**src/rtl/id_ex_register_pkg.sv**
```systemverilog
// Shared types for the ID/EX pipeline register: control bundle, ALU operation classes.
// The all-zero control word is the bubble (NOP) injected on stall or flush.
package id_ex_register_pkg;

  localparam int DATA_W_DEFAULT = 32;

  localparam logic [1:0] ALUOP_ADD   = 2'b00;
  localparam logic [1:0] ALUOP_SUB   = 2'b01;
  localparam logic [1:0] ALUOP_RTYPE = 2'b10;
  localparam logic [1:0] ALUOP_IMM   = 2'b11;

  typedef struct packed {
    logic       reg_dst;
    logic       branch_eq;
    logic       branch_ne;
    logic       mem_to_reg;
    logic       mem_read;
    logic       mem_write;
    logic       alu_src;
    logic       reg_write;
    logic [1:0] alu_op;
  } ctrl_t;

  localparam ctrl_t CTRL_NOP = '0;

endpackage

```
**src/rtl/id_ex_register_sat_counter.sv**
```systemverilog
// Saturating event counter with synchronous clear; holds at all-ones instead of wrapping.
// One cycle from inc/clr to count; clear wins over increment.
module sat_counter
  import id_ex_register_pkg::*;
#(
  parameter int CNT_W = 16
) (
  input  logic             clk,
  input  logic             rst_n,
  input  logic             inc,
  input  logic             clr,
  output logic [CNT_W-1:0] cnt
);

  logic [CNT_W-1:0] r_cnt;

  always_ff @(posedge clk) begin
    if (!rst_n) begin
      r_cnt <= '0;
    end else if (clr) begin
      r_cnt <= '0;
    end else if (inc && (r_cnt != {CNT_W{1'b1}})) begin
      r_cnt <= r_cnt + CNT_W'(1);
    end
  end

  assign cnt = r_cnt;

endmodule

```
**src/rtl/id_ex_register.sv**
```systemverilog
// ID/EX pipeline register: loads every edge, 1-cycle latency, no hold path.
// Stall or flush squashes the control word to a bubble; data fields still load.
module id_ex_register
  import id_ex_register_pkg::*;
#(
  parameter int DATA_W = DATA_W_DEFAULT,
  parameter int CNT_W  = 16
) (
  input  logic              clk,
  input  logic              rst_n,
  input  logic              RegDst,
  input  logic              Branch_eq,
  input  logic              Branch_ne,
  input  logic              MemtoReg,
  input  logic              MemRead,
  input  logic              MemWrite,
  input  logic              ALUSrc,
  input  logic              RegWrite,
  input  logic [1:0]        ALUOp,
  input  logic              Stall,
  input  logic              ID_Flush,
  input  logic [DATA_W-1:0] IF_ID_PC4,
  input  logic [DATA_W-1:0] IF_ID_ReadData1,
  input  logic [DATA_W-1:0] IF_ID_ReadData2,
  input  logic [DATA_W-1:0] IF_ID_SignExtImm,
  input  logic [4:0]        IF_ID_RegisterRs,
  input  logic [4:0]        IF_ID_RegisterRt,
  input  logic [4:0]        IF_ID_RegisterRd,
  input  logic [5:0]        IF_ID_Funct,
  input  logic              stat_clr,
  output logic              ID_EX_RegDst,
  output logic              ID_EX_Branch_eq,
  output logic              ID_EX_Branch_ne,
  output logic              ID_EX_MemtoReg,
  output logic              ID_EX_MemRead,
  output logic              ID_EX_MemWrite,
  output logic              ID_EX_ALUSrc,
  output logic              ID_EX_RegWrite,
  output logic [1:0]        ID_EX_ALUOp,
  output logic [DATA_W-1:0] ID_EX_PC4,
  output logic [DATA_W-1:0] ID_EX_ReadData1,
  output logic [DATA_W-1:0] ID_EX_ReadData2,
  output logic [DATA_W-1:0] ID_EX_SignExtImm,
  output logic [4:0]        ID_EX_RegisterRs,
  output logic [4:0]        ID_EX_RegisterRt,
  output logic [4:0]        ID_EX_RegisterRd,
  output logic [5:0]        ID_EX_Funct,
  output logic              ID_EX_Valid,
  output logic [CNT_W-1:0]  bubble_cnt,
  output logic [CNT_W-1:0]  flush_cnt
);

  ctrl_t             w_ctrl_in;
  logic              w_bubble;
  ctrl_t             r_ctrl;
  logic              r_valid;
  logic [DATA_W-1:0] r_pc4;
  logic [DATA_W-1:0] r_rd1;
  logic [DATA_W-1:0] r_rd2;
  logic [DATA_W-1:0] r_imm;
  logic [4:0]        r_rs;
  logic [4:0]        r_rt;
  logic [4:0]        r_rd;
  logic [5:0]        r_funct;

  assign w_ctrl_in = '{reg_dst: RegDst, branch_eq: Branch_eq, branch_ne: Branch_ne,
                       mem_to_reg: MemtoReg, mem_read: MemRead, mem_write: MemWrite,
                       alu_src: ALUSrc, reg_write: RegWrite, alu_op: ALUOp};
  assign w_bubble  = Stall | ID_Flush;

  always_ff @(posedge clk) begin
    if (!rst_n) begin
      r_ctrl  <= CTRL_NOP;
      r_valid <= 1'b0;
      r_pc4   <= '0;
      r_rd1   <= '0;
      r_rd2   <= '0;
      r_imm   <= '0;
      r_rs    <= '0;
      r_rt    <= '0;
      r_rd    <= '0;
      r_funct <= '0;
    end else begin
      // A bubble clears MemRead too, so hazard detection never re-stalls on it.
      r_ctrl  <= w_bubble ? CTRL_NOP : w_ctrl_in;
      r_valid <= ~w_bubble;
      r_pc4   <= IF_ID_PC4;
      r_rd1   <= IF_ID_ReadData1;
      r_rd2   <= IF_ID_ReadData2;
      r_imm   <= IF_ID_SignExtImm;
      r_rs    <= IF_ID_RegisterRs;
      r_rt    <= IF_ID_RegisterRt;
      r_rd    <= IF_ID_RegisterRd;
      r_funct <= IF_ID_Funct;
    end
  end

  assign ID_EX_RegDst     = r_ctrl.reg_dst;
  assign ID_EX_Branch_eq  = r_ctrl.branch_eq;
  assign ID_EX_Branch_ne  = r_ctrl.branch_ne;
  assign ID_EX_MemtoReg   = r_ctrl.mem_to_reg;
  assign ID_EX_MemRead    = r_ctrl.mem_read;
  assign ID_EX_MemWrite   = r_ctrl.mem_write;
  assign ID_EX_ALUSrc     = r_ctrl.alu_src;
  assign ID_EX_RegWrite   = r_ctrl.reg_write;
  assign ID_EX_ALUOp      = r_ctrl.alu_op;
  assign ID_EX_Valid      = r_valid;
  assign ID_EX_PC4        = r_pc4;
  assign ID_EX_ReadData1  = r_rd1;
  assign ID_EX_ReadData2  = r_rd2;
  assign ID_EX_SignExtImm = r_imm;
  assign ID_EX_RegisterRs = r_rs;
  assign ID_EX_RegisterRt = r_rt;
  assign ID_EX_RegisterRd = r_rd;
  assign ID_EX_Funct      = r_funct;

  // Flush takes the accounting when both hazards coincide.
  sat_counter #(.CNT_W(CNT_W)) u_bubble_cnt (
    .clk   (clk),
    .rst_n (rst_n),
    .inc   (Stall & ~ID_Flush),
    .clr   (stat_clr),
    .cnt   (bubble_cnt)
  );

  sat_counter #(.CNT_W(CNT_W)) u_flush_cnt (
    .clk   (clk),
    .rst_n (rst_n),
    .inc   (ID_Flush),
    .clr   (stat_clr),
    .cnt   (flush_cnt)
  );

endmodule
```
**config.mk**
```make
export PLATFORM = sky130hd
export DESIGN_NAME = id_ex_register
export DESIGN_NICKNAME = d
export VERILOG_FILES = /design/src/rtl/id_ex_register_pkg.sv /design/src/rtl/id_ex_register_sat_counter.sv /design/src/rtl/id_ex_register.sv
export SDC_FILE = /design/constraint.sdc
export NUM_CORES = 1
export LEC_CHECK = 0
export BUFFER_PORTS_ARGS = -buffer_cell sky130_fd_sc_hd__clkbuf_2
export CORE_AREA = 8 8 130 132
export DETAILED_ROUTE_END_ITERATION = 6
export DIE_AREA = 0 0 138 140
export PLACE_DENSITY = 0.75
export REMOVE_ABC_BUFFERS = 1
export SYNTH_ARGS = -nofsm -noshare
export SYNTH_HDL_FRONTEND = slang
export SYNTH_SLANG_ARGS = --single-unit
```
**constraint.sdc**
```tcl
create_clock -name clk -period 1.8 [get_ports clk]
set_input_delay 0 -clock clk [delete_from_list [all_inputs] [get_ports clk]]
set_output_delay 0 -clock clk [all_outputs]
set_load 0.02 [all_outputs]
```
==> impl_metrics.yaml, run 1 <==
routing:
  drtAntennaViolNets: 0
  via_count: 5981
  drc: 0
  firstDrtPassIters: 4
  first_iter_violations: 430
  viasPerCell: 4.67
  wl_per_cell_um: 19.1
  wirelength_um: 24500
power_and_ir_drop:
  p_leak_uw: 0.00492
  peakVddDrop_uv: 667
  p_per_area_nw_per_um2: 934
finish:
  nets: 1240
  areaGrowthSynthToFinish_pct: 75.5
  nFillCells: 1040
  fin_util_pct: 70.0
  layout-drive-gt1-share_pct: 38.6
sta:
  timing.final.crit_share_pct: 93.7
  maxSlewViolCount: 0
  setup_viol: 0
  tightest_slew_ns: 0.549
  hold_viol: 0
  fmax_mhz: 593
  finClkSkew_ns: 0.00894
  min_period_ns: 1.69
  setup_ws_ns: 0.113
  final.setup.tns_ns: 0
  max-slew-margin-rel_pct: 63.1
  rsz0062_at_grt: "no"
critical_path:
  crit_path_end_kind: "register"
  path_class: "register to register"
  cp_max_fo: 6
  critPathLaunchType: "register"
  rr_worst_depth: 4
  cp.arrival_ns: 2.04
  critPathRequiredTime_ns: 2.16
synth:
  synth_edf_count: 0
  synth.most_common_cell: "dfxtp_1"
  yosys.cell_types.count: 40
  synthArstFlopShare_pct: 0
  netlist_area_um2: 5930
  synth_top_area_share_pct: 64.8
  syn_area_per_cell_um2: 11.2
  ys_seq_area_share_pct: 64.8
  ys.flop_type: "dfxtp_1"
  yosys.area.top_type: "dfxtp_1"
  ys_top_cells_by_count: "192 x dfxtp_1, 161 x and2_1, 22 x clkbuf_1"
  yosysWarnings: 0
  syn_inst: 531
  ys_ff_latch: 192
  synth_top_cells_by_area: "dfxtp_1 65%, and2_1 17%, clkbuf_1 1.4%, o41ai_1 1.3%, nand2_1 1.2%"
cts:
  path_clk_slew_ns: 0.07
  clock_sinks: 192
  ctsHtreeMaxLevel: 4
  clk_latency_ns: 0.42
  clockRootBuffer: "clkbuf_16"
  post_cts_buffers: 0
  tritoncts: "done"
  cts_made_buffers: 17
  clock_path_buffers: 2
grt:
  grt_pass1_vias: 6453
  gr-usage-met3_pct: 11.5
  grtUsageMet2_pct: 44.6
  grt-ovfl-total: 0
  grt_pass1_wl_um: 36100
  busiest_layer: "met2"
  grt_max_degree: 141
  antenna_found_initial: 6
  grt_use_total_pct: 24.2
  grtUsageMet1_pct: 22.6
floorplanning:
  io_pins: 356
  start_util_pct: 39.9
  rows: 45
  dieArea_um2: 19300
  die_h_um: 140
  core_region_area_um2: 14900
  die_w_um: 138
hold_path:
  whs_path_depth: 3
  hp-class: "input pin to register"
run_status:
  outcome: "finished, final reports clean"
place:
  hpwlAfterDp_um: 15300
  routabilityCongestion: 0.828
  place_ws_ns: 0.0971
  io_buffers: 355
run:
  cap_violations: 0
==> power breakdown <==
part           switching [µW]  total [µW]  internal (µW)
clock network            1790        4030           2250
logic                     594        1180            589
registers                66.0        4500           4430
==> registers in the layout, summed over array words and instances (netlist names), 2 cells and up <==
register and count:
ID_EX_ReadData2 32, ID_EX_ReadData1 32, u_bubble_cnt.cnt 16, u_flush_cnt.cnt 16, ID_EX_SignExtImm 32, ID_EX_Funct 6
ID_EX_RegisterRs 5, ID_EX_RegisterRt 5, ID_EX_PC4 32, ID_EX_ALUOp 2, ID_EX_RegisterRd 5
==> worst paths after layout <==
kind / startpoint / end / slack, ns
worst max-delay path: u_flush_cnt.cnt[7] / u_flush_cnt.cnt[15] / 0.11
worst min-delay path: rst_n / u_flush_cnt.cnt[2] / 0.08
worst max register to register: u_flush_cnt.cnt[7] / u_flush_cnt.cnt[15] / 0.11
worst min register to register: u_flush_cnt.cnt[15] / u_flush_cnt.cnt[15] / 0.52
==> worst max-delay path, stage by stage (launching register included) <==
cell     delay [ns]
dfxtp_1        0.40
nand2_1        0.16
or3_4          0.44
or4_1          0.48
a21oi_1        0.14
==> placed cells by master, fill, tap and decap left out, types with 2 or more instances in the layout <==
master / netlist / layout
diode_2: 0 / 6
nand2b_1: 5 / 5
mux2i_1: 2 / 2
clkinv_2: 0 / 2
dfxtp_1: 192 / 191
nor3_1: 2 / 2
o41ai_1: 9 / 9
buf_4: 0 / 20
a21oi_1: 13 / 13
clkbuf_16: 0 / 17
and2_1: 161 / 161
or3_1: 7 / 7
inv_6: 0 / 4
clkbuf_2: 0 / 354
nor2_1: 8 / 8
bufinv_16: 0 / 3
o31ai_1: 6 / 6
inv_8: 0 / 3
nand2_1: 19 / 18
o211ai_1: 3 / 3
or4_1: 8 / 8
o21ai_0: 12 / 12
dlygate4sd3_1: 0 / 171
nor2b_1: 2 / 2
inv_1: 5 / 5
a31oi_1: 2 / 2
nor4_1: 2 / 2
nand4_1: 9 / 9
and4_1: 4 / 4
o311ai_0: 6 / 6
nand3_1: 13 / 13
==> what timing repair did <==
item                                    CTS  global route
endpoints found under the hold margin   162             0
gates resized for setup                   0             6
hold buffers                            171             0
endpoints found under the setup margin    0             9
==> final cells by class <==
| type | count | area (µm²) | area share (%) |
|---|---|---|---|
| sequential | 192 | 3840 | 36.9 |
| timing repair buffer | 546 | 3650 | 35.1 |
| multi-input combinational | 312 | 2010 | 19.3 |
| clock buffer | 17 | 425 | 4.09 |
| tap | 188 | 235 | 2.26 |
| clock inverter | 15 | 201 | 1.94 |
| inverter | 5 | 18.8 | 0.180 |
| antenna | 6 | 15.0 | 0.144 |
==> metrics by stage <==
| step | area, µm² | hold slack (ns) | total power [µW] | cells |
|---|---|---|---|---|
| after floorplan | 5850 | 0.122 | 4950 | 509 |
| after global placement | 8030 | 0.201 | 5400 | 1072 |
| after detailed placement | 8030 | 0.202 | 5410 | 1072 |
| after CTS | 10400 | 0.0621 | 9670 | 1275 |
| after global routing | 10400 | 0.0719 | 10000 | 1281 |
| final | 10400 | 0.0759 | 9720 | 1281 |
==> cell families (layout without fill, tap and decap cells) <==
group	count (synthesis)	after routing	share of synthesized area, %
other	0	6	0
multiplexers	2	2	0.338
flip-flops	192	192	64.8
buffers and inverters	27	583	1.71
adder cells (fa/ha/maj)	2	2	0.422
XOR/XNOR	2	2	0.295
AND/OR/NAND/NOR	251	251	26.0
AO/OA/AOI/OAI	55	55	6.43
==> routing by layer <==
layer,wire length (µm),vias up
li1,-,2883
met1,8440,2777
met2,13000,273
met3,2340,48
met4,715,0
met5,0,-
Note: power is estimated with default switching activity, not from simulation.
==> inputs of run 2 (changes only) <==
--- a/config.mk
+++ b/config.mk
@@ -6,11 +6,12 @@
 export NUM_CORES = 1
 export LEC_CHECK = 0
 export BUFFER_PORTS_ARGS = -buffer_cell sky130_fd_sc_hd__clkbuf_2
-export CORE_AREA = 8 8 130 132
+export CORE_AREA = 8 8 132 134
 export DETAILED_ROUTE_END_ITERATION = 6
-export DIE_AREA = 0 0 138 140
-export PLACE_DENSITY = 0.75
+export DIE_AREA = 0 0 140 142
+export PLACE_DENSITY = 0.72
 export REMOVE_ABC_BUFFERS = 1
 export SYNTH_ARGS = -nofsm -noshare
 export SYNTH_HDL_FRONTEND = slang
+export SYNTH_HIERARCHICAL = 1
 export SYNTH_SLANG_ARGS = --single-unit
==> run 2 against run 1 <==
Effect of this change: combinational power about the same; register-to-register slack improved by 0.05 ns; critical endpoint is now u_flush_cnt/cnt[14]; global-route usage decreased by 0.39 points.
==> impl_metrics.yaml, run 2 <==
run_status:
  outcome: "finished, final reports clean"
finish:
  layout_commonest_cell: "clkbuf_2"
  register_area_um2: 3840
  nets: 1210
  layout_common_cells: "354 x clkbuf_2, 192 x dfxtp_1, 163 x dlygate4sd3_1"
  nFillCells: 1130
  layout-drive-gt1-share_pct: 38.6
  areaGrowthSynthToFinish_pct: 68.8
  multi_input_area_um2: 2140
cts:
  clock_sinks: 192
  path_clk_slew_ns: 0.07
  tritoncts: "done"
  clk_latency_ns: 0.42
  cts_made_buffers: 17
  clockRootBuffer: "clkbuf_16"
  clock_path_buffers: 2
  ctsHtreeMaxLevel: 4
  ctsResizeCount: 0
power_and_ir_drop:
  comb_power_share_pct: 12.4
  p_sw_share_pct: 25.5
  clkPwrFrac_pct: 40.2
  seq_power_share_pct: 47.4
  internal-power_uw: 7070
  p_switching_uw: 2420
  peakVddDrop_uv: 564
  p_per_area_nw_per_um2: 920
  p_leak_uw: 0.00496
place:
  io_buffers: 355
  place_ws_ns: 0.177
  routabilityCongestion: 0.900
  hpwlAfterDp_um: 15600
critical_path:
  cp_cell_sequence: "ha_1, and4_2, o311ai_2, o31a_1, o21a_1"
  crit_path_end_kind: "register"
  critPathLaunchType: "register"
  path_class: "register to register"
  slowest_stage: "dfxtp_1"
  rr_worst_depth: 5
  r2r-start: "u_flush_cnt/cnt[0]"
  worst_r2r_endpoint: "u_flush_cnt/cnt[14]"
  reg2reg_slack_ns: 0.17
  cp_max_fo: 6
  cpPeakStageDelay_ns: 0.40
  critPathRequiredTime_ns: 2.12
  cp.arrival_ns: 1.95
grt:
  grt_use_total_pct: 23.8
  grt-ovfl-total: 0
  grt_pass1_vias: 6332
  grt_max_degree: 160
  grtUsageMet2_pct: 42.6
  antenna_found_initial: 3
  gr-usage-met3_pct: 8.32
  grt_pass1_wl_um: 36300
  grtUsageMet1_pct: 24.3
  busiest_layer: "met2"
sta:
  setup_viol: 0
  finClkSkew_ns: 0.00694
  min_period_ns: 1.63
  hold_viol: 0
  timing.final.crit_share_pct: 90.8
  tightest_slew_ns: 0.545
  maxSlewViolCount: 0
  max-slew-margin-rel_pct: 63.7
  final.setup.tns_ns: 0
  fmax_mhz: 612
  rsz0062_at_grt: "no"
  setup_ws_ns: 0.166
hold_path:
  worst_hold_startpoint: "ID_Flush"
  whs_path_depth: 6
  hp-class: "input pin to register"
  min_to: "u_bubble_cnt/cnt[1]"
synth:
  synthArstFlopShare_pct: 0
  synth_top_cells_by_area: "dfxtp_1 63%, and2_1 16%, and4bb_1 2.0%, nand4_4 1.4%, nor2_1 1.2%"
  yosysWarnings: 6
  ys.flop_type: "dfxtp_1"
  yosys.cell_types.count: 42
  ys_seq_area_share_pct: 62.9
  ys_ff_latch: 192
  synth_top_area_share_pct: 62.9
  ys_top_cells_by_count: "192 x dfxtp_1, 155 x and2_1, 20 x nor2_1"
  netlist_area_um2: 6110
  syn_inst: 522
  synth_edf_count: 0
  synth.most_common_cell: "dfxtp_1"
  syn_area_per_cell_um2: 11.7
  yosys.area.top_type: "dfxtp_1"
routing:
  drc: 0
  wl_per_cell_um: 19.1
  first_iter_violations: 230
  via_count: 5856
  drtAntennaViolNets: 0
  wirelength_um: 24000
  viasPerCell: 4.67
  firstDrtPassIters: 4
floorplanning:
  start_util_pct: 39.6
  die_w_um: 140
  die_h_um: 142
  rows: 46
  core_region_area_um2: 15400
  io_pins: 356
  dieArea_um2: 19900
run:
  cap_violations: 0
[run 2: cell count changes after synthesis, sizes merged, moves of 4 or more]
cell,previous run,this run
and4bb,0,10
and2,162,155
buf,0,7
nor2,8,20
o21ai,12,8
clkbuf,22,14
or3,8,4
or4,9,4
a21oi,13,8
xor2,1,6
nand2,19,10
[run 2: what timing repair did]
item / CTS / global route
hold buffers: 163 / 0
endpoints found under the hold margin: 169 / 0
setup buffers: 0 / 0
[run 2: power groups by stage]
stage	Clock, µW	Combinational, µW	Sequential [µW]
after detailed placement	0	853	4580
after CTS	3870	1150	4490
after global placement	0	845	4580
after global routing	4040	1250	4510
final	3810	1170	4500
after floorplan	0	142	4820
[run 2: area by class of cell]
cell class / instances / share of cell area [%]
Inverter: 4 / 0.146
Sequential cell: 192 / 37.3
Clock inverter: 12 / 1.36
Tap cell: 192 / 2.33
Clock buffer: 20 / 4.43
Antenna cell: 4 / 0.0971
Multi-Input combinational cell: 305 / 20.7
Timing Repair Buffer: 524 / 33.6
[run 2: layer usage]
metal | routed length, µm | part of all wire [%] | up-vias
met5 | 0 | 0 | -
met4 | 826 | 3.4 | 0
met3 | 1980 | 8.2 | 47
met2 | 12300 | 51 | 267
met1 | 8890 | 37 | 2734
li1 | - | - | 2808
[run 2: worst max-delay path by stage]
stage	startpoint	end	slack [ns]	depth (start not counted)
final	u_flush_cnt/cnt[0]	u_flush_cnt/cnt[14]	0.17	5
after global routing	u_flush_cnt/cnt[0]	u_flush_cnt/cnt[11]	0.05	5
after CTS	u_flush_cnt/cnt[0]	u_flush_cnt/cnt[14]	0.16	5
after detailed placement	u_flush_cnt/cnt[0]	u_flush_cnt/cnt[14]	0.18	5
after global placement	u_bubble_cnt/cnt[0]	u_bubble_cnt/cnt[14]	0.23	5
after floorplan	u_bubble_cnt/cnt[0]	u_bubble_cnt/cnt[14]	0.13	5
[run 2: through the flow]
stage | util [%] | hold slack (ns) | area, µm² | power [µW] | instances
finish | 66.8 | 0.117 | 10300 | 9480 | 1253
CTS | 66.8 | 0.0927 | 10300 | 9500 | 1249
detailed placement | 52.3 | 0.208 | 8070 | 5440 | 1054
global route | 66.8 | 0.116 | 10300 | 9800 | 1253
global placement | 52.3 | 0.205 | 8070 | 5420 | 1054
floorplan | - | 0.0751 | 6000 | 4960 | 501
[run 2: kinds of logic (layout without fill, tap and decap cells)]
kind of cell	Yosys count	in the layout	synth area share (%)
xor+xnor	8	8	1.15
compound gates	44	44	6.06
fa+ha+maj	2	2	0.410
other cells	0	4	0
simple gates	249	249	27.0
mux	2	2	0.328
flops	192	192	62.9
buf+inv	25	560	2.09
[run 2: worst max-delay path: cells and delay by family (launching register included)]
kind | cells | cell delay (ns)
AOI/OAI and AO/OA | 3 | 0.61
adders and majority gates | 1 | 0.20
DFF | 1 | 0.40
and+or+nand+nor | 1 | 0.30
==> inputs of run 3 (changes only) <==
--- a/config.mk
+++ b/config.mk
@@ -5,10 +5,11 @@
 export SDC_FILE = /design/constraint.sdc
 export NUM_CORES = 1
 export LEC_CHECK = 0
+export ABC_AREA = 1
 export BUFFER_PORTS_ARGS = -buffer_cell sky130_fd_sc_hd__clkbuf_2
-export CORE_AREA = 8 8 132 134
+export CORE_AREA = 8 8 134 136
 export DETAILED_ROUTE_END_ITERATION = 6
-export DIE_AREA = 0 0 140 142
+export DIE_AREA = 0 0 142 144
 export PLACE_DENSITY = 0.72
 export REMOVE_ABC_BUFFERS = 1
 export SYNTH_ARGS = -nofsm -noshare
==> run 3 against run 2 <==
Effect of this change: combinational power rose by 7%; final area rose by 3.3%; largest cell class unchanged; sequential cell count did not move; final cell count rose by 26%; maximum frequency rose by 3.6%; global-route usage rose by 0.70 points; largest power group unchanged; first-iteration DRC count rose by 58%.
==> impl_metrics.yaml, run 3 <==
critical_path:
  worst_r2r_endpoint: "u_bubble_cnt/cnt[9]"
  critPathRequiredTime_ns: 2.10
  slowest_stage: "dfxtp_1"
  crit_top_cell: "nor2_1"
  rr_worst_depth: 7
  cp.arrival_ns: 1.88
  crit_path_end_kind: "register"
  r2r-start: "u_bubble_cnt/cnt[0]"
  critPathLaunchType: "register"
  crit_start: "u_bubble_cnt/cnt[0]"
  cp_max_fo: 10
  path_class: "register to register"
  reg2reg_slack_ns: 0.22
  cpPeakStageDelay_ns: 0.41
  endpoint: "u_bubble_cnt/cnt[9]"
  cp_cell_sequence: "ha_1, inv_1, nor2_1, nand4_1, buf_4, a21oi_1, nor2_1"
sta:
  finClkSkew_ns: 0.0118
  timing.final.crit_share_pct: 87.7
  hold_viol: 0
  rsz0062_at_grt: "no"
  final.setup.tns_ns: 0
  setup_viol: 0
  maxSlewViolCount: 0
  fmax_mhz: 634
  min_period_ns: 1.58
  tightest_slew_ns: 0.455
  max-slew-margin-rel_pct: 69.6
finish:
  layout-drive-gt1-share_pct: 29.9
  areaGrowthSynthToFinish_pct: 66.3
  layout_common_cells: "354 x clkbuf_2, 230 x nand2_1, 192 x dfxtp_1"
  fin_util_pct: 66.4
  layout_commonest_cell: "clkbuf_2"
  nets: 1504
  nFillCells: 1193
synth:
  synth.most_common_cell: "nand2_1"
  synth_top_cells_by_area: "dfxtp_1 60%, nand2_1 13%, inv_1 11%, nor2_1 5.6%, buf_6 2.1%"
  synth_edf_count: 0
  yosys.area.top_type: "dfxtp_1"
  netlist_area_um2: 6410
  ys_ff_latch: 192
  synth_top_area_share_pct: 60.0
  syn_area_per_cell_um2: 7.94
  ys.flop_type: "dfxtp_1"
  ys_top_cells_by_count: "230 x nand2_1, 192 x dfxtp_1, 185 x inv_1"
  yosysWarnings: 6
  syn_inst: 807
  ys_seq_area_share_pct: 60.0
  synthArstFlopShare_pct: 0
  yosys.cell_types.count: 16
cts:
  ctsHtreeMaxLevel: 4
  clk_latency_ns: 0.42
  path_clk_slew_ns: 0.07
  clockRootBuffer: "clkbuf_16"
  clock_path_buffers: 2
  post_cts_buffers: 0
  clock_sinks: 192
  cts_made_buffers: 17
  tritoncts: "done"
floorplanning:
  dieArea_um2: 20400
  start_util_pct: 39.9
  rows: 47
  die_w_um: 142
  io_pins: 356
  core_region_area_um2: 16100
  die_h_um: 144
run_status:
  outcome: "finished, final reports clean"
routing:
  via_count: 7005
  firstDrtPassIters: 5
  first_iter_violations: 363
  wl_per_cell_um: 16.3
  drc: 0
  viasPerCell: 4.44
  drtAntennaViolNets: 0
  wirelength_um: 25700
power_and_ir_drop:
  p_leak_uw: 0.00604
  peakVddDrop_uv: 574
  p_per_area_nw_per_um2: 882
grt:
  antenna_found_initial: 4
  grt-ovfl-total: 0
  grt_use_total_pct: 24.5
  grt_max_degree: 99
  grt_pass1_vias: 7293
  grt_pass1_wl_um: 37800
hold_path:
  hp-class: "input pin to register"
place:
  io_buffers: 355
  routabilityCongestion: 0.903
  hpwlAfterDp_um: 16000
run:
  cap_violations: 0
[run 3: area by class of cell]
type	instances	area, µm²	share of cell area (%)
Timing Repair Buffer	536	3580	33.6
Tap cell	220	275	2.58
Clock buffer	17	425	3.99
Antenna cell	8	20.0	0.188
Clock inverter	15	145	1.36
Sequential cell	192	3840	36.1
Multi-Input combinational cell	406	1670	15.7
Inverter	185	694	6.52
[run 3: how the worst min path moves through the flow]
stage	startpoint	endpoint	slack, ns	cells after the start
floorplan	rst_n	ID_EX_Funct[0]	0.09	2
global placement	IF_ID_ReadData1[20]	ID_EX_ReadData1[20]	0.18	3
finish	stat_clr	u_bubble_cnt/cnt[4]	0.03	5
CTS	stat_clr	u_flush_cnt/cnt[8]	0.01	5
detailed placement	IF_ID_SignExtImm[5]	ID_EX_SignExtImm[5]	0.18	3
global route	stat_clr	u_bubble_cnt/cnt[3]	0.03	5
[run 3: cell families after synthesis]
family	Yosys count	synth area share [%]
AO/OA/AOI/OAI	32	2.50
adder cells (fa/ha/maj)	2	0.390
buffers and inverters	209	14.0
flip-flops	192	60.0
AND/OR/NAND/NOR	372	23.2
[run 3: layer usage]
layer | vias up | GRT usage [%] | share of wire [%]
li1 | 3384 | - | -
met2 | 350 | 45.4 | 54
met4 | 0 | 14.0 | 4.3
met1 | 3179 | 22.0 | 33
met3 | 92 | 10.4 | 9.2
met5 | - | 0 | 0
[run 3: what timing repair did]
item                      in CTS  in global routing
gates resized for setup        0                  0
hold endpoints to repair     159                  0
hold buffers                 172                  0
[run 3: stage by stage]
stage	hold slack [ns]	worst slack (ns)	instances	cell area [µm²]	power, µW
2_1_floorplan	0.0935	0.0147	783	6210	4990
3_3_place_gp	0.180	0.413	1367	8340	5450
3_5_place_dp	0.184	0.372	1367	8340	5470
4_1_cts	0.0131	0.250	1571	10600	9380
5_1_grt	0.0291	0.132	1575	10600	9740
6_report	0.0315	0.222	1579	10700	9390
[run 3: worst max-delay path, delay by kind of cell (launching register included)]
kind            cells  cell delay [ns]
buf+inv             2             0.26
fa+ha+maj           1             0.24
simple gates        3             0.35
compound gates      1             0.19
flops               1             0.41
[run 3: power by group]
| group | internal [µW] | switching (µW) |
|---|---|---|
| Sequential | 4430 | 68.7 |
| Clock | 1840 | 1800 |
| Combinational | 567 | 680 |
